--- config.mk ---
export PLATFORM = sky130hd
export DESIGN_NAME = memctrl
export DESIGN_NICKNAME = d
export VERILOG_FILES = /design/src/rtl/memctrl_pkg.sv /design/src/rtl/memctrl_arbiter.sv /design/src/rtl/memctrl.sv
export SDC_FILE = /design/constraint.sdc
export NUM_CORES = 1
export LEC_CHECK = 0
export ABC_AREA = 0
export CAP_MARGIN = 5
export CORE_ASPECT_RATIO = 1.75
export CORE_MARGIN = 1
export CORE_UTILIZATION = 51
export CTS_CLUSTER_SIZE = 8
export DETAILED_ROUTE_END_ITERATION = 16
export GPL_ROUTABILITY_DRIVEN = 0
export PLACE_DENSITY = 0.85
export SLEW_MARGIN = 20
export SYNTH_ARGS = -nofsm -noshare
export SYNTH_HDL_FRONTEND = slang
export SYNTH_SLANG_ARGS = --single-unit
--- constraint.sdc ---
create_clock -name clk -period 9.64 [get_ports clk]
set_input_delay 1.928 -clock clk [delete_from_list [all_inputs] [get_ports clk]]
set_output_delay 1.928 -clock clk [all_outputs]
set_load 0.005 [all_outputs]
--- src/rtl/memctrl_pkg.sv ---
// -----------------------------------------------------------------------------
// memctrl_pkg
// Shared definitions for the memory controller and its request arbiter:
//   - width codes carried on mem_width_in (byte / half / word)
//   - controller state encoding and request owner encoding
//   - IO region select (address bits [17:16] == 2'b11)
//   - zero word used to clear the load assembly register
//   - width_bytes(): width code -> byte count (unknown codes mean 4 bytes)
//   - in_io_region(): region test on address bits [17:16]
// No ports (package).
// -----------------------------------------------------------------------------
package memctrl_pkg;

   typedef enum logic [1:0] {
      ST_IDLE  = 2'b00,
      ST_READ  = 2'b01,
      ST_WRITE = 2'b10
   } state_t;

   typedef enum logic {
      OWN_MEM = 1'b0,
      OWN_IF  = 1'b1
   } owner_t;

   localparam logic [2:0]  WIDTH_BYTE    = 3'b001;
   localparam logic [2:0]  WIDTH_HALF    = 3'b010;
   localparam logic [2:0]  WIDTH_WORD    = 3'b100;
   localparam logic [1:0]  IO_REGION_SEL = 2'b11;
   localparam logic [31:0] ZERO_WORD     = 32'h0000_0000;

   // Any width code other than byte or half is served as a full word.
   function automatic logic [2:0] width_bytes(input logic [2:0] code);
      case (code)
         WIDTH_BYTE: return 3'd1;
         WIDTH_HALF: return 3'd2;
         WIDTH_WORD: return 3'd4;
         default:    return 3'd4;
      endcase
   endfunction

   function automatic logic in_io_region(input logic [1:0] sel);
      return sel == IO_REGION_SEL;
   endfunction

endpackage

--- src/rtl/memctrl_arbiter.sv ---
// -----------------------------------------------------------------------------
// memctrl_arbiter
// Combinational grant between the MEM-stage data port and the IF-stage fetch
// port. The data port always wins when both request in the same cycle. The
// selected request is encoded as owner, direction, byte count and address so
// the controller can latch it in a single step.
// Ports:
//   mem_enable, mem_read_or_write, mem_width, mem_address : MEM request
//   inst_enable, inst_address                             : IF request
//   grant   : some request is present
//   owner   : which port the request belongs to
//   write   : request is a store (fetches are always reads)
//   nbytes  : number of byte cycles (1, 2 or 4)
//   address : base byte address of the request
// -----------------------------------------------------------------------------
module memctrl_arbiter
   import memctrl_pkg::*;
#(
   parameter int ADDR_W = 32
) (
   input  logic              mem_enable,
   input  logic              mem_read_or_write,
   input  logic [2:0]        mem_width,
   input  logic [ADDR_W-1:0] mem_address,
   input  logic              inst_enable,
   input  logic [ADDR_W-1:0] inst_address,
   output logic              grant,
   output owner_t            owner,
   output logic              write,
   output logic [2:0]        nbytes,
   output logic [ADDR_W-1:0] address
);

   always_comb begin
      grant = mem_enable | inst_enable;
      if (mem_enable) begin
         owner   = OWN_MEM;
         write   = mem_read_or_write;
         nbytes  = width_bytes(mem_width);
         address = mem_address;
      end else begin
         owner   = OWN_IF;
         write   = 1'b0;
         nbytes  = 3'd4;
         address = inst_address;
      end
   end

endmodule

--- src/rtl/memctrl.sv ---
// -----------------------------------------------------------------------------
// memctrl
// Memory controller between the pipeline and a byte-wide synchronous RAM/IO
// bus. Serves the MEM stage (1/2/4-byte loads and stores) and the IF stage
// (4-byte fetches); the MEM port has priority. Each granted request becomes a
// run of single-byte RAM cycles at base+k (little-endian, address wraps), and
// completion is signalled with a one-cycle done pulse on the owning port.
//
// Optional build macro MEMCTRL_IO_STALL_EN: adds io_buffer_full_in. While it
// is high, a write byte whose address lies in the IO region (bits [17:16] ==
// 2'b11) is held back; the byte index does not advance until the flag drops.
//
// Ports:
//   clk, rst                 clock, synchronous active-high reset
//   mem_enable_in            MEM request valid
//   mem_read_or_write_in     0 = load, 1 = store
//   mem_width_in             3'b001 byte, 3'b010 half, 3'b100 word
//   mem_address_in           MEM byte address
//   mem_data_in              store data, low bytes used
//   mem_busy_out             controller not idle
//   mem_done_out             one-cycle pulse, MEM request finished
//   mem_data_out             load data, zero-extended, held until next done
//   inst_enable_in           fetch request valid
//   inst_address_in          fetch address
//   inst_busy_out            controller not idle or MEM request pending
//   inst_done_out            one-cycle pulse, fetch finished
//   inst_out                 fetched word, held until next fetch done
//   io_buffer_full_in        (MEMCTRL_IO_STALL_EN only) IO write back-pressure
//   ram_din_in               RAM read byte, one cycle after its address
//   ram_dout_out             RAM write byte
//   ram_a_out                RAM byte address (0 when no byte cycle)
//   ram_wr_out               RAM write strobe
// -----------------------------------------------------------------------------
module memctrl
   import memctrl_pkg::*;
#(
   parameter int ADDR_W = 32,
   parameter int DATA_W = 32
) (
   input  logic              clk,
   input  logic              rst,
   input  logic              mem_enable_in,
   input  logic              mem_read_or_write_in,
   input  logic [2:0]        mem_width_in,
   input  logic [ADDR_W-1:0] mem_address_in,
   input  logic [DATA_W-1:0] mem_data_in,
   output logic              mem_busy_out,
   output logic              mem_done_out,
   output logic [DATA_W-1:0] mem_data_out,
   input  logic              inst_enable_in,
   input  logic [ADDR_W-1:0] inst_address_in,
   output logic              inst_busy_out,
   output logic              inst_done_out,
   output logic [DATA_W-1:0] inst_out,
`ifdef MEMCTRL_IO_STALL_EN
   input  logic              io_buffer_full_in,
`endif
   input  logic [7:0]        ram_din_in,
   output logic [7:0]        ram_dout_out,
   output logic [ADDR_W-1:0] ram_a_out,
   output logic              ram_wr_out
);

   state_t            state;
   state_t            state_next;
   logic [2:0]        k;
   logic [2:0]        k_prev;
   logic [2:0]        n;
   owner_t            owner;
   logic [ADDR_W-1:0] base;
   logic [ADDR_W-1:0] byte_addr;
   logic [DATA_W-1:0] wdata;
   logic [DATA_W-1:0] asm_word;
   logic [DATA_W-1:0] asm_next;

   logic              grant;
   owner_t            req_owner;
   logic              req_write;
   logic [2:0]        req_nbytes;
   logic [ADDR_W-1:0] req_addr;

   logic              accept;
   logic              stall;
   logic              issue;
   logic              last_write;

   memctrl_arbiter #(
      .ADDR_W (ADDR_W)
   ) u_arbiter (
      .mem_enable        (mem_enable_in),
      .mem_read_or_write (mem_read_or_write_in),
      .mem_width         (mem_width_in),
      .mem_address       (mem_address_in),
      .inst_enable       (inst_enable_in),
      .inst_address      (inst_address_in),
      .grant             (grant),
      .owner             (req_owner),
      .write             (req_write),
      .nbytes            (req_nbytes),
      .address           (req_addr)
   );

   // A request is not taken in the cycle a done pulse is out: the requester
   // still holds its enable for the request that just finished.
   assign accept     = (state == ST_IDLE) && grant && !mem_done_out && !inst_done_out;
   assign byte_addr  = base + ADDR_W'(k);

`ifdef MEMCTRL_IO_STALL_EN
   assign stall      = (state == ST_WRITE) && io_buffer_full_in &&
                       in_io_region(byte_addr[17:16]);
`else
   assign stall      = 1'b0;
`endif

   assign issue      = (state == ST_WRITE) && !stall;
   assign last_write = issue && (k == n - 3'd1);
   assign k_prev     = k - 3'd1;

   // In READ, k runs one step past the last address: that extra cycle is
   // where the final byte arrives from the synchronous RAM.
   always_comb begin
      asm_next = asm_word;
      if (k != 3'd0) begin
         asm_next[{k_prev[1:0], 3'b000} +: 8] = ram_din_in;
      end
   end

   // --- state register ---
   always_ff @(posedge clk) begin
      if (rst) begin
         state <= ST_IDLE;
      end else begin
         state <= state_next;
      end
   end

   // --- next-state logic ---
   always_comb begin
      state_next = state;
      case (state)
         ST_IDLE: begin
            if (accept) begin
               state_next = req_write ? ST_WRITE : ST_READ;
            end
         end
         ST_READ: begin
            if (k == n) begin
               state_next = ST_IDLE;
            end
         end
         ST_WRITE: begin
            if (last_write) begin
               state_next = ST_IDLE;
            end
         end
         default: state_next = ST_IDLE;
      endcase
   end

   // --- bus and busy outputs ---
   always_comb begin
      ram_a_out     = '0;
      ram_wr_out    = 1'b0;
      ram_dout_out  = 8'h00;
      mem_busy_out  = (state != ST_IDLE);
      inst_busy_out = (state != ST_IDLE) || mem_enable_in;
      if ((state == ST_READ) && (k != n)) begin
         ram_a_out = byte_addr;
      end
      if (issue) begin
         ram_a_out    = byte_addr;
         ram_wr_out   = 1'b1;
         ram_dout_out = wdata[{k[1:0], 3'b000} +: 8];
      end
   end

   // --- request latch and load assembly ---
   always_ff @(posedge clk) begin
      if (accept) begin
         base     <= req_addr;
         n        <= req_nbytes;
         wdata    <= mem_data_in;
         owner    <= req_owner;
         asm_word <= DATA_W'(ZERO_WORD);
      end else if (state == ST_READ) begin
         asm_word <= asm_next;
      end
   end

   // --- byte sequencing and completion ---
   always_ff @(posedge clk) begin
      if (rst) begin
         k             <= 3'd0;
         mem_done_out  <= 1'b0;
         inst_done_out <= 1'b0;
         mem_data_out  <= '0;
         inst_out      <= '0;
      end else begin
         mem_done_out  <= 1'b0;
         inst_done_out <= 1'b0;
         case (state)
            ST_IDLE: begin
               k <= 3'd0;
            end
            ST_READ: begin
               if (k == n) begin
                  k <= 3'd0;
                  if (owner == OWN_IF) begin
                     inst_done_out <= 1'b1;
                     inst_out      <= asm_next;
                  end else begin
                     mem_done_out  <= 1'b1;
                     mem_data_out  <= asm_next;
                  end
               end else begin
                  k <= k + 3'd1;
               end
            end
            ST_WRITE: begin
               if (last_write) begin
                  k            <= 3'd0;
                  mem_done_out <= 1'b1;
               end else if (issue) begin
                  k <= k + 3'd1;
               end
            end
            default: begin
               k <= 3'd0;
            end
         endcase
      end
   end

endmodule

Word-level counts from Yosys, hierarchy flattened
Index checks and enable logic that the tools add are counted.
W data, S select, Z words.
- register bits: 171
- input port bits: 112
- logic and storage cells: 71
- equal/unequal tests: 10
- add/subtract/negate cells: 5
- muxes and demuxes: 23
- bitwise gates (word level): 4
- shifts and indexed selects: 3
- reductions and logical operators: 15
- operators by type and width (kind ; number):
    $mux W32 ; 4
    $add A32 B3 Y32 ; 1
    $bwmux W32 ; 1
    $shift A8 B7 Y32 const A ; 1
    $shiftx A32 B6 Y8 ; 1
    $shiftx A8 B7 Y32 ; 1
    $pmux W3 S2 ; 2
    $reduce_and A3 Y1 ; 3
    $mux W2 ; 4
    $mux W8 ; 1
    $mux W1 ; 7
    $neg A5 Y7 ; 1
    $eq A3 B3 Y1 ; 2
    $mux W3 ; 2
    $pmux W2 S3 ; 1
    $logic_and A1 B1 Y1 ; 5
    $ne A2 B2 Y1 const B ; 2
    $add A3 B1 Y3 const B ; 1
    $eq A3 B1 Y1 const B ; 1
    $eq A3 B2 Y1 const B ; 1
    $ne A3 B3 Y1 ; 1
    $not A1 Y1 ; 3
    $reduce_bool A3 Y1 ; 1
    $reduce_or A3 Y1 ; 1
    11 further kinds ; 12

Logic depth before layout (Yosys ltp)
- word-level depth: 6
- mapped depth: 8
- depth with buffers taken out: 7

Hierarchy
From an unflattened synthesis, not the netlist that was laid out.
- cells, all modules: 697
- area total of the unflattened synthesis: 7737.4 sq um
- modules (own cells, without submodules) (module ; sequential area each (sq um) ; cells each ; area each (sq um) ; times used):
    memctrl ; 4103.9 ; 654 ; 7178.1 ; 1
    memctrl_arbiter ; 0.0 ; 43 ; 559.3 ; 1

Least setup slack after synthesis
OpenSTA, ideal clock, no wires.
- kind: in2reg
- start point: input mem_enable_in
- end point: register base[0], enable pin
- required time: 9.180 ns
- stages on the path: 4
- setup slack: 4.446 ns
- setup time: 0.460 ns
- buffers on the path: 2
- arrival time: 4.734 ns
- cell sequence: clkbuf_1 -> nor2_1 -> nor4_2 -> clkbuf_1
- cells in the longest elaborated chain, start to end: 4
- ends and longest elaborated chain (what ; RTL line ; source):
    from (decl) ; memctrl.sv:42 ; input logic mem_enable_in,
    $or A1 B1 Y1 ; memctrl_arbiter.sv:35 ; grant = mem_enable | inst_enable;
    $logic_and A1 B1 Y1 (3 in a row) ; memctrl.sv:105 ; assign accept = (state == ST_IDLE) && grant && !mem_done_out && !inst_done_out;
    named net accept ; memctrl.sv:82 ; logic accept;
    to (signal assigned) ; memctrl.sv:180 ; base <= req_addr;
    to (decl) ; memctrl.sv:70 ; logic [ADDR_W-1:0] base;
The timed path passes the listed nets, and every way through them passes these cells.
A chain may end at the register's enable or synchronous reset.

Worst setup path in the final report
- start point: register k[1]
- end point: output ram_a_out[31]
- cells in the longest elaborated chain, start to end: 4
- ends and longest elaborated chain (what ; RTL line ; source):
    from (decl) ; memctrl.sv:66 ; logic [2:0] k;
    from (signal assigned) ; memctrl.sv:216 ; k <= k + 3'd1;
    from (signal assigned) ; memctrl.sv:224 ; k <= k + 3'd1;
    parallel branches: the longest is 3 deep, another holds $add A32 B3 Y32 ; - ;
    $mux W32 (*) ; memctrl.sv:170 ; if (issue) begin
    to (decl) ; memctrl.sv:60 ; output logic [ADDR_W-1:0] ram_a_out,
Every way passes the cells marked *.

==> impl_metrics.env <==
export IMPL_drt_wl_total_um=19400
export IMPL_place_area_um2=9820
export IMPL_crit_path_max_incr_delay_ps=880
export IMPL_use_met1_pct=26.1
export IMPL_period_needed_ps=5550
export IMPL_synth_distinct_cells=41
export IMPL_met3_usage_pct=4.20
export IMPL_final_hold_violation_count=0
export IMPL_syn_to_final_growth_pct=39.6
export IMPL_clock_sinks=171
export IMPL_drv_slew=0
export IMPL_clk_pin_slew_ps=70
export IMPL_status="finished clean"
export IMPL_yosysMostFrequentCell="nor2_1"
export IMPL_synth_area_leaders="dfxtp_1, edfxtp_1, a211oi_1"
export IMPL_synthTopCellsByCount="nor2_1, dfxtp_1, a211oi_1"
export IMPL_ys_warn_count=0
export IMPL_dp_hpwl_um=14000
export IMPL_p_leak_nw=3.54
export IMPL_h_tree_depth=4
export IMPL_die_width_um=93.6
export IMPL_grt_pass1_wl_um=29200
export IMPL_path_max_fanout=16
export IMPL_syn_nets=803
export IMPL_tritoncts="done"
export IMPL_drive_above_1_share_pct=10.4
export IMPL_synthFlopType="dfxtp_1"
export IMPL_die_h_um=162
export IMPL_rsz0062_at_grt="no"
export IMPL_fp_coreArea_um2=14400
export IMPL_cp_cell_sequence="ha_1 -> a211oi_1 -> nor2_1 -> nand4_2 -> or3_1 -> a21oi_1 -> clkdlybuf4s50_1"
export IMPL_synth_top_area_cell="dfxtp_1"
export IMPL_crit_type="flip-flop to output pin"
export IMPL_die_area_um2=15200
export IMPL_clk_insertion_delay_late_ps=420
export IMPL_routed_via_count=5926
export IMPL_cp_slowest_cell="dfxtp_1"
export IMPL_syn_area_per_cell_um2=11.1
export IMPL_setup_viol=0
export IMPL_seq_area_frac_synth_pct=54.8
export IMPL_drt_antenna_violating_nets=0
export IMPL_ir_drop_mv=0.162
export IMPL_first_iter_violations=249
export IMPL_cts_resized=0
export IMPL_holdBufCountCts=0
export IMPL_power_density_nw_per_um2=202
export IMPL_drt_pre_antenna_iters=4
export IMPL_num_nets_final=1007
export IMPL_num_rows=58
export IMPL_fmax_ghz=0.180
export IMPL_synth_edf_count=68
export IMPL_crit_buf_inv=1
export IMPL_diodes=0
export IMPL_numCtsBuffers=17
export IMPL_hold_class="flip-flop to flip-flop"
export IMPL_cp_arrival_ps=3620
export IMPL_grt_max_degree=70
export IMPL_critPathCaptureType="output pin"
export IMPL_grt_busiest_layer="met2"
export IMPL_synth_seq_cells=171
export IMPL_clockBufferDepth=2
export IMPL_relSlewSlack_pct=43.2
export IMPL_drc_errors=0
export IMPL_fin_skew_ps=16.2
export IMPL_final_cell_area_um2=10500
export IMPL_worstMarginPinSlew_ps=851
export IMPL_portBuffers=220
export IMPL_crit_required_ps=7710
export IMPL_synth_top_area_share_pct=27.5
export IMPL_synth_async_reset_ratio_pct=0
export IMPL_grt_overflow=0
export IMPL_setup_tns_ps=0
export IMPL_start_util_pct=52.1
export IMPL_grt_use_total_pct=25.2
export IMPL_use_met2_pct=49.3
export IMPL_crit_family="simple AND/OR/NAND/NOR gates"
export IMPL_clockRootBuffer="clkbuf_16"
export IMPL_synthCells=677
export IMPL_grt_pass1_vias=5805
export IMPL_cp_start_kind="flip-flop"
export IMPL_post_route_period_util_pct=57.5
export IMPL_antenna_found_initial=0
export IMPL_synth_cell_area_um2=7490
export IMPL_ioPinCount=221
export IMPL_drv_cap=0
export IMPL_avgRoutedWirePerCell_um=18.1
export IMPL_vias_per_cell=5.52
export IMPL_postCtsSetupRepairBufs=0
## metal layers
metal	up-vias	wire length, um
met5	-	0
met4	0	473
met3	32	871
met2	176	11100
met1	2800	7000
li1	2918	-
## cell usage in the layout, fill, tap and decap left out, types with 8 or more instances in the layout
master / n
a211oi_1: 98
a22oi_1: 32
and2_1: 14
buf_4: 9
clkbuf_16: 19
clkdlybuf4s50_1: 219
dfxtp_1: 103
edfxtp_1: 68
ha_1: 12
inv_1: 15
mux2_2: 32
mux4_2: 8
nand2_1: 13
nand3_1: 11
nor2_1: 130
o21ai_0: 8
xnor2_1: 12
xor2_1: 18
## worst paths after layout
check	start	end	cells past startpoint	slack [ps]
min	asm_word[19]$_SDFFE_PP0P_	asm_word[19]$_SDFFE_PP0P_	2	490
min reg2reg	asm_word[19]$_SDFFE_PP0P_	asm_word[19]$_SDFFE_PP0P_	2	490
max	k[1]$_SDFF_PP0_	ram_a_out[31]	7	4090
max reg2reg	k[1]$_SDFF_PP0_	asm_word[25]$_SDFFE_PP0P_	5	6730
## cell families after synthesis
logic type	synth area share, %
DFF	54.8
and+or+nand+nor	14.3
xor gates and xnor gates	3.51
adders and majority gates	2.44
buffers and inverters	3.12
muxes	7.21
AOI/OAI and AO/OA	14.6
## state kept, by name, indices dropped and copies added, names as in the netlist
signal / count
wdata: 32
n: 3
state: 2
asm_word: 32
inst_out: 32
k: 3
mem_data_out: 32
mem_done_out: 1
inst_done_out: 1
owner: 1
base: 32
## where the power goes
part,internal [mW],switching [mW]
combinational,0.218,0.236
sequential,0.872,0.0571
clock,0.435,0.298
## final cells by class
type	count	area, um2
Sequential cell	171	4100
Fill cell	1019	3910
Tap cell	180	225
Clock buffer	20	479
Multi-Input combinational cell	447	3170
Clock inverter	12	159
Timing Repair Buffer	229	2260
Inverter	15	56.3
## metrics by stage
stage	hold WS (ps)	util [%]	worst slack, ps	power, mW	std cells
3_5_place_dp	480	68.4	4190	1.39	1042
6_report	488	72.8	4090	2.11	1074
3_3_place_gp	472	68.4	4210	1.38	1042
4_1_cts	488	72.8	4060	2.13	1074
2_1_floorplan	463	-	4450	1.19	677
5_1_grt	502	72.8	3800	2.20	1074
## tightest hold or removal path, cell delays in order, from the launching register on
cell,delay [ps]
dfxtp_1,310
nor2_1,80
a211oi_1,50
Power figures use the tool's default switching activity.
